File: src/rtl/uart_if.sv
// rtl/uart_if.sv - UART serial lines and parallel tx/rx handshake bundle
interface uart_if #(parameter int DATA_WIDTH = 8);
   logic                  rx;
   logic                  tx;
   logic [DATA_WIDTH-1:0] txd;
   logic                  txv;
   logic                  rdy;
   logic                  tx_active;
   logic [DATA_WIDTH-1:0] rxd;
   logic                  rxv;

   modport master (output rx, txd, txv, input tx, rdy, tx_active, rxd, rxv);
   modport slave  (input rx, txd, txv, output tx, rdy, tx_active, rxd, rxv);
endinterface

File: src/rtl/uart.sv
// rtl/uart.sv - UART with independent TX/RX and majority-vote sampling
// Define UART_RX_ERR_EN to drop received frames with parity or stop-bit errors.
module uart #(
   parameter int DATA_WIDTH      = 8,
   parameter int STOP_BITS       = 1,
   parameter int PARITY          = 1,
   parameter int EVEN            = 0,
   parameter int PRESCALER       = 25,
   parameter int LATCH_TOLERANCE = 7
) (
   input logic   clk,
   input logic   rst,
   uart_if.slave bus
);
   localparam int CW = $clog2(PRESCALER);
   localparam int VW = $clog2(2 * LATCH_TOLERANCE + 2);
   localparam logic [CW-1:0] BIT_END = CW'(PRESCALER - 1);
   localparam logic [CW-1:0] WIN_LO  = CW'(PRESCALER / 2 - LATCH_TOLERANCE);
   localparam logic [CW-1:0] WIN_HI  = CW'(PRESCALER / 2 + LATCH_TOLERANCE);
   localparam logic [3:0] DATA_LAST  = 4'(DATA_WIDTH - 1);
   localparam logic [3:0] STOP_LAST  = 4'(STOP_BITS - 1);

   typedef enum logic [2:0] {S_IDLE, S_START, S_DATA, S_PARITY, S_STOP} state_t;

   state_t                tx_state, tx_next;
   logic [CW-1:0]         tx_cnt;
   logic [3:0]            tx_bit;
   logic [DATA_WIDTH-1:0] tx_shift;
   logic                  tx_par;
   logic                  tx_bit_end;
   logic                  accept;

   assign tx_bit_end = (tx_cnt == BIT_END);
   assign accept     = (tx_state == S_IDLE) && bus.txv;

   always_ff @(posedge clk) begin
      if (rst) begin
         tx_state <= S_IDLE;
         tx_cnt   <= '0;
         tx_bit   <= '0;
         tx_shift <= '0;
         tx_par   <= 1'b0;
      end else begin
         tx_state <= tx_next;
         if (tx_state == S_IDLE || tx_bit_end) tx_cnt <= '0;
         else                                  tx_cnt <= tx_cnt + CW'(1);
         if (tx_state != tx_next) tx_bit <= '0;
         else if (tx_bit_end)     tx_bit <= tx_bit + 4'd1;
         if (accept) begin
            tx_shift <= bus.txd;
            tx_par   <= (EVEN != 0) ? ^bus.txd : ~^bus.txd;
         end else if (tx_state == S_DATA && tx_bit_end) begin
            tx_shift <= {1'b0, tx_shift[DATA_WIDTH-1:1]};
         end
      end
   end

   always_comb begin
      tx_next = tx_state;
      unique case (tx_state)
         S_IDLE:   if (bus.txv) tx_next = S_START;
         S_START:  if (tx_bit_end) tx_next = S_DATA;
         S_DATA:   if (tx_bit_end && tx_bit == DATA_LAST) tx_next = (PARITY != 0) ? S_PARITY : S_STOP;
         S_PARITY: if (tx_bit_end) tx_next = S_STOP;
         S_STOP:   if (tx_bit_end && tx_bit == STOP_LAST) tx_next = S_IDLE;
         default:  tx_next = S_IDLE;
      endcase
   end

   always_comb begin
      bus.tx        = 1'b1;
      bus.rdy       = 1'b0;
      bus.tx_active = 1'b1;
      case (tx_state)
         S_IDLE:   begin bus.rdy = 1'b1; bus.tx_active = 1'b0; end
         S_START:  bus.tx = 1'b0;
         S_DATA:   bus.tx = tx_shift[0];
         S_PARITY: bus.tx = tx_par;
         default:  bus.tx = 1'b1;
      endcase
   end

   // rx_s3 is the previous synchronized sample, used only for start-edge detection
   logic                  rx_s1, rx_s2, rx_s3;
   state_t                rx_state, rx_next;
   logic [CW-1:0]         rx_cnt;
   logic [3:0]            rx_bit;
   logic [VW-1:0]         rx_ones;
   logic [DATA_WIDTH-1:0] rx_shift;
   logic                  rx_bit_end, in_win, win_end, vote, frame_ok, rx_take;

   assign rx_bit_end = (rx_cnt == BIT_END);
   assign in_win     = (rx_cnt >= WIN_LO) && (rx_cnt <= WIN_HI);
   assign win_end    = (rx_cnt == WIN_HI);
   assign vote       = (rx_ones + VW'(rx_s2)) > VW'(LATCH_TOLERANCE);

`ifdef UART_RX_ERR_EN
   logic rx_par;
   logic par_ok;
   assign par_ok   = (PARITY == 0) || ((^rx_shift ^ rx_par) == (EVEN == 0));
   assign frame_ok = par_ok && vote;
`else
   assign frame_ok = 1'b1;
`endif

   always_ff @(posedge clk) begin
      if (rst) begin
         rx_s1    <= 1'b1;
         rx_s2    <= 1'b1;
         rx_s3    <= 1'b1;
         rx_state <= S_IDLE;
         rx_cnt   <= '0;
         rx_bit   <= '0;
         rx_ones  <= '0;
         rx_shift <= '0;
         bus.rxd  <= '0;
         bus.rxv  <= 1'b0;
`ifdef UART_RX_ERR_EN
         rx_par   <= 1'b0;
`endif
      end else begin
         rx_s1    <= bus.rx;
         rx_s2    <= rx_s1;
         rx_s3    <= rx_s2;
         rx_state <= rx_next;
         // the edge cycle itself is cycle 0 of the start bit, so START begins at 1
         if (rx_state == S_IDLE) rx_cnt <= CW'(1);
         else if (rx_bit_end)    rx_cnt <= '0;
         else                    rx_cnt <= rx_cnt + CW'(1);
         if (rx_state != rx_next) rx_bit <= '0;
         else if (rx_bit_end)     rx_bit <= rx_bit + 4'd1;
         if (rx_state == S_IDLE || rx_bit_end) rx_ones <= '0;
         else if (in_win)                      rx_ones <= rx_ones + VW'(rx_s2);
         if (rx_state == S_DATA && win_end) rx_shift <= {vote, rx_shift[DATA_WIDTH-1:1]};
`ifdef UART_RX_ERR_EN
         if (rx_state == S_PARITY && win_end) rx_par <= vote;
`endif
         bus.rxv <= rx_take;
         if (rx_take) bus.rxd <= rx_shift;
      end
   end

   always_comb begin
      rx_next = rx_state;
      unique case (rx_state)
         S_IDLE:   if (rx_s3 && !rx_s2) rx_next = S_START;
         S_START:  if (win_end && vote) rx_next = S_IDLE;
                   else if (rx_bit_end) rx_next = S_DATA;
         S_DATA:   if (rx_bit_end && rx_bit == DATA_LAST) rx_next = (PARITY != 0) ? S_PARITY : S_STOP;
         S_PARITY: if (rx_bit_end) rx_next = S_STOP;
         S_STOP:   if (win_end) rx_next = S_IDLE;
         default:  rx_next = S_IDLE;
      endcase
   end

   always_comb begin
      rx_take = 1'b0;
      if (rx_state == S_STOP && win_end) rx_take = frame_ok;
   end
endmodule

File: src/flat_wrapper.sv
// flat-port wrapper written by rule: the top's interface ports become plain ports
module uart_flat 
#(
   parameter int DATA_WIDTH      = 8,
   parameter int STOP_BITS       = 1,
   parameter int PARITY          = 1,
   parameter int EVEN            = 0,
   parameter int PRESCALER       = 25,
   parameter int LATCH_TOLERANCE = 7
)
  (clk, rst, bus_rx, bus_txd, bus_txv, bus_tx, bus_rdy, bus_tx_active, bus_rxd, bus_rxv);
  uart_if #(.DATA_WIDTH(DATA_WIDTH)) bus_i ();
  input logic clk;
  input logic rst;
  input wire logic [$bits(bus_i.rx)-1:0] bus_rx;
  input wire logic [$bits(bus_i.txd)-1:0] bus_txd;
  input wire logic [$bits(bus_i.txv)-1:0] bus_txv;
  output wire logic [$bits(bus_i.tx)-1:0] bus_tx;
  output wire logic [$bits(bus_i.rdy)-1:0] bus_rdy;
  output wire logic [$bits(bus_i.tx_active)-1:0] bus_tx_active;
  output wire logic [$bits(bus_i.rxd)-1:0] bus_rxd;
  output wire logic [$bits(bus_i.rxv)-1:0] bus_rxv;
  assign bus_i.rx = bus_rx;
  assign bus_i.txd = bus_txd;
  assign bus_i.txv = bus_txv;
  assign bus_tx = bus_i.tx;
  assign bus_rdy = bus_i.rdy;
  assign bus_tx_active = bus_i.tx_active;
  assign bus_rxd = bus_i.rxd;
  assign bus_rxv = bus_i.rxv;
  uart #(.DATA_WIDTH(DATA_WIDTH), .STOP_BITS(STOP_BITS), .PARITY(PARITY), .EVEN(EVEN), .PRESCALER(PRESCALER), .LATCH_TOLERANCE(LATCH_TOLERANCE)) u_core (.clk(clk), .rst(rst), .bus(bus_i));
endmodule
File: config.mk
export PLATFORM = sky130hd
export DESIGN_NAME = uart_flat
export DESIGN_NICKNAME = d
export VERILOG_FILES = /design/src/rtl/uart_if.sv /design/src/rtl/uart.sv /design/src/flat_wrapper.sv
export SDC_FILE = /design/constraint.sdc
export NUM_CORES = 1
export LEC_CHECK = 0
export CAP_MARGIN = 0
export CORE_UTILIZATION = 55
export DETAILED_ROUTE_END_ITERATION = 6
export PLACE_DENSITY = 0.83
export SLEW_MARGIN = 25
export SYNTH_ARGS = -nofsm -noshare
export SYNTH_HDL_FRONTEND = slang
export SYNTH_SLANG_ARGS = --single-unit
File: constraint.sdc
create_clock -name clk -period 2.2 [get_ports clk]
set_input_delay 0.33 -clock clk [delete_from_list [all_inputs] [get_ports clk]]
set_output_delay 0.33 -clock clk [all_outputs]
set_load 0.02 [all_outputs]
==> results.txt <==
Worst-path clk slew: 0.06 ns
CTS tree: done
TritonRoute pass-1 iters: 7
via count: 1,931
Total GRT Usage: 0.2100
commonest non-fill, non-tap cell in the layout: dfxtp_1
Core Rows: 24
Synth Area in Compound Gates: 0.07129
Skew-Pair Late Insertion Delay: 0.34 ns
die area: 5035 sq um
Hold Crit Class: reg -> reg
asr flop ratio synth: 0
R2R setup slack: 0.32 ns
prevailing post-synth register cell: dfxtp_1
nets@finish: 324
Crit Path Class: reg -> out
DRT antenna net count: 0
Final Hold Viols: 0
gr ovfl total: 0
first-pass GRT wire length: 8.169 mm
multiplexer share of the synthesized area: 0.09569
Mapped Cells: 277
Synth cell types: 43
CTS buffer count: 9
Post-Route Skew: 0.009617 ns
Synthesized Nets: 299
DRC: 0
RePlAce Congestion: 0.7653
CP endpoint kind: primary output
# fillers: 348
CP peak stage delay: 0.60 ns
synthesized flop and latch total: 57
Ys Warns: 0
most frequent cells in the layout: 57 x dfxtp_1, 53 x nor2_1, 25 x mux2i_1
largest net degree at the start of global routing: 21
hold path start: u_core.rx_s1
DP HPWL: 3.204 mm
Syn Std Cell Area: 2615 sq um
Iter 0 DRT Violations: 88
initial core utilization: 0.5845
crit share post-route: 0.9487
Worst setup startpoint: u_core.tx_state[2]
IO Pins: 24
Power per Cell Area: 815.6 nW/um^2
via/cell ratio: 5.379
post-synthesis adder-cell area fraction: 0.04785
root buf cell: clkbuf_8
critical-path cell list: nor3_4 > inv_1 > clkdlybuf4s50_1
Slew @ Worst Pin: 0.5415 ns
Routed WL per cell: 12.96 um
CP Max Fanout: 8
post-layout util: 0.7030
R2R Path End: u_core.tx_bit[0]
Hold-fix buffers, CTS: 0
DRT Wirelength: 4.651 mm
Syn-to-layout area delta: 20.29%
Setup-failing EPs final: 0
Fmax: 0.4791 GHz
hold path endpoint: u_core.rx_s2
post-synth top area cell: dfxtp_1
initial antenna violation count: 0
cells on worst reg2reg path: 7
H-Tree Depth: 3
area share of the largest cell type after synthesis: 0.4364
CP startpoint kind: register
Slowest-stage cell, CP: dfxtp_1
WP buf/inv: 2
Port Buffers: 23
leakage power: 1.316 nW
number of global-route vias before repair: 1,837
outcome: complete, no violations
Setup Total Neg Slack: 0 ns
syn avg cell area: 9.440 sq um
crit path DAT: 1.76 ns
antenna cell count: 0
share of cells above drive strength 1: 0.1042
CTS max path bufs: 2
hold path cells: 1
sequential fraction of the synthesis area: 0.4364
die height: 70.96 um
Final Max Tran Viols: 0
max-cap violation count: 0
Worst EP required: 1.87 ns
core box area: 4474 sq um
main combinational cell family by area after synthesis: simple AND/OR/NAND/NOR gates
CTS sink cnt: 57
XOR/XNOR Fraction of Synth Area: 0.07703
post-CTS setup buffer count: 0
Worst path top cell family by delay: buffers and inverters
crit path time final: 2.087 ns
post-synthesis simple-gate area fraction: 0.2282
Crit Reg-Reg Startpoint: u_core.tx_cnt[0]
EDFF count, synth: 0
RSZ-0062 raised after global routing: false
Synth area leaders: dfxtp_1 44%, mux2i_1 9.6%, nor2_1 7.6%
Die X: 70.96 um
Slew HR: 0.6344
Worst VDD drop: 0.0007640 V
-- sequential cells by signal, indices dropped and copies added, names as in the netlist --
signal	flops
u_core.bus.rxd	8
u_core.bus.rxv	1
u_core.rx_bit	4
u_core.rx_cnt	5
u_core.rx_ones	4
u_core.rx_s1	1
u_core.rx_s2	1
u_core.rx_s3	1
u_core.rx_shift	8
u_core.rx_state	3
u_core.tx_bit	4
u_core.tx_cnt	5
u_core.tx_par	1
u_core.tx_shift	8
u_core.tx_state	3
-- how the worst max path moves through the flow --
stage	end	slack, ns	cells after the start
global placement	bus_tx	0.39	4
floorplan	u_core.tx_bit[2]	0.43	8
CTS	bus_rdy	0.06	3
finish	bus_tx_active	0.11	3
detailed placement	u_core.tx_bit[0]	0.35	7
global route	bus_rdy	0.03	2
-- area by class of cell --
type | instances | area, sq um | area share
Clock inverter | 5 | 125.1 | 0.03978
Multi-Input combinational cell | 198 | 1366 | 0.4344
Timing Repair Buffer | 28 | 266.5 | 0.08473
Sequential cell | 57 | 1141 | 0.3628
Tap cell | 52 | 65.06 | 0.02068
Inverter | 8 | 30.03 | 0.009547
Clock buffer | 11 | 151.4 | 0.04813
-- metrics by stage --
stage | instance area, sq um | worst slack, ns | cells | total power [mW] | hold slack, ns
floorplan | 2615 | 0.4282 | 277 | 1.201 | 0.3895
global route | 3146 | 0.02754 | 359 | 2.656 | 0.4224
global placement | 2864 | 0.3863 | 343 | 1.249 | 0.3912
finish | 3146 | 0.1128 | 359 | 2.565 | 0.4062
detailed placement | 2864 | 0.3494 | 343 | 1.254 | 0.3937
CTS | 3139 | 0.05838 | 359 | 2.585 | 0.4075
-- power by group --
| group | internal (mW) | switching [mW] | leakage [nW] |
|---|---|---|---|
| combinational | 0.0764 | 0.0802 | 0.714 |
| clock | 0.927 | 0.406 | 0.140 |
| sequential | 1.06 | 0.0206 | 0.462 |
| total | 2.06 | 0.507 | 1.32 |
-- what timing repair did --
| item | CTS | global route |
|---|---|---|
| cloned | 0 | 0 |
| setup endpoints to repair | 1 | 2 |
| resized for setup | 1 | 1 |
-- synth_stat cells (2+ instances only) --
cell,count
a211oi_1,7
a21oi_1,10
a31oi_1,2
and4b_1,2
buf_2,3
clkbuf_1,8
clkbuf_8,2
dfxtp_1,57
ha_1,10
inv_1,8
mux2i_1,25
nand2_1,15
nand3_1,11
nand3b_1,2
nand4_1,2
nand4b_1,3
nor2_1,53
nor3_1,3
nor3b_1,2
nor4_1,2
nor4b_1,2
o311ai_0,2
or2_2,4
or3_1,2
xnor2_1,12
xor2_1,11
-- kinds of logic (layout without fill, tap and decap cells) --
| group | after synthesis | in the layout |
|---|---|---|
| and+or+nand+nor | 114 | 114 |
| buffers and inverters | 22 | 52 |
| AOI/OAI and AO/OA | 26 | 26 |
| DFF | 57 | 57 |
| adders and majority gates | 10 | 10 |
| muxes | 25 | 25 |
| xor gates and xnor gates | 23 | 23 |
-- layer usage --
layer  up-vias  GRT usage  share of wire
met1       885     0.2513           0.45
li1        996          -              -
met5         -          0              0
met2        41     0.3483           0.49
met4         0    0.09333          0.021
met3         9    0.06410          0.040
No activity file was read; power rests on OpenSTA's default activity.
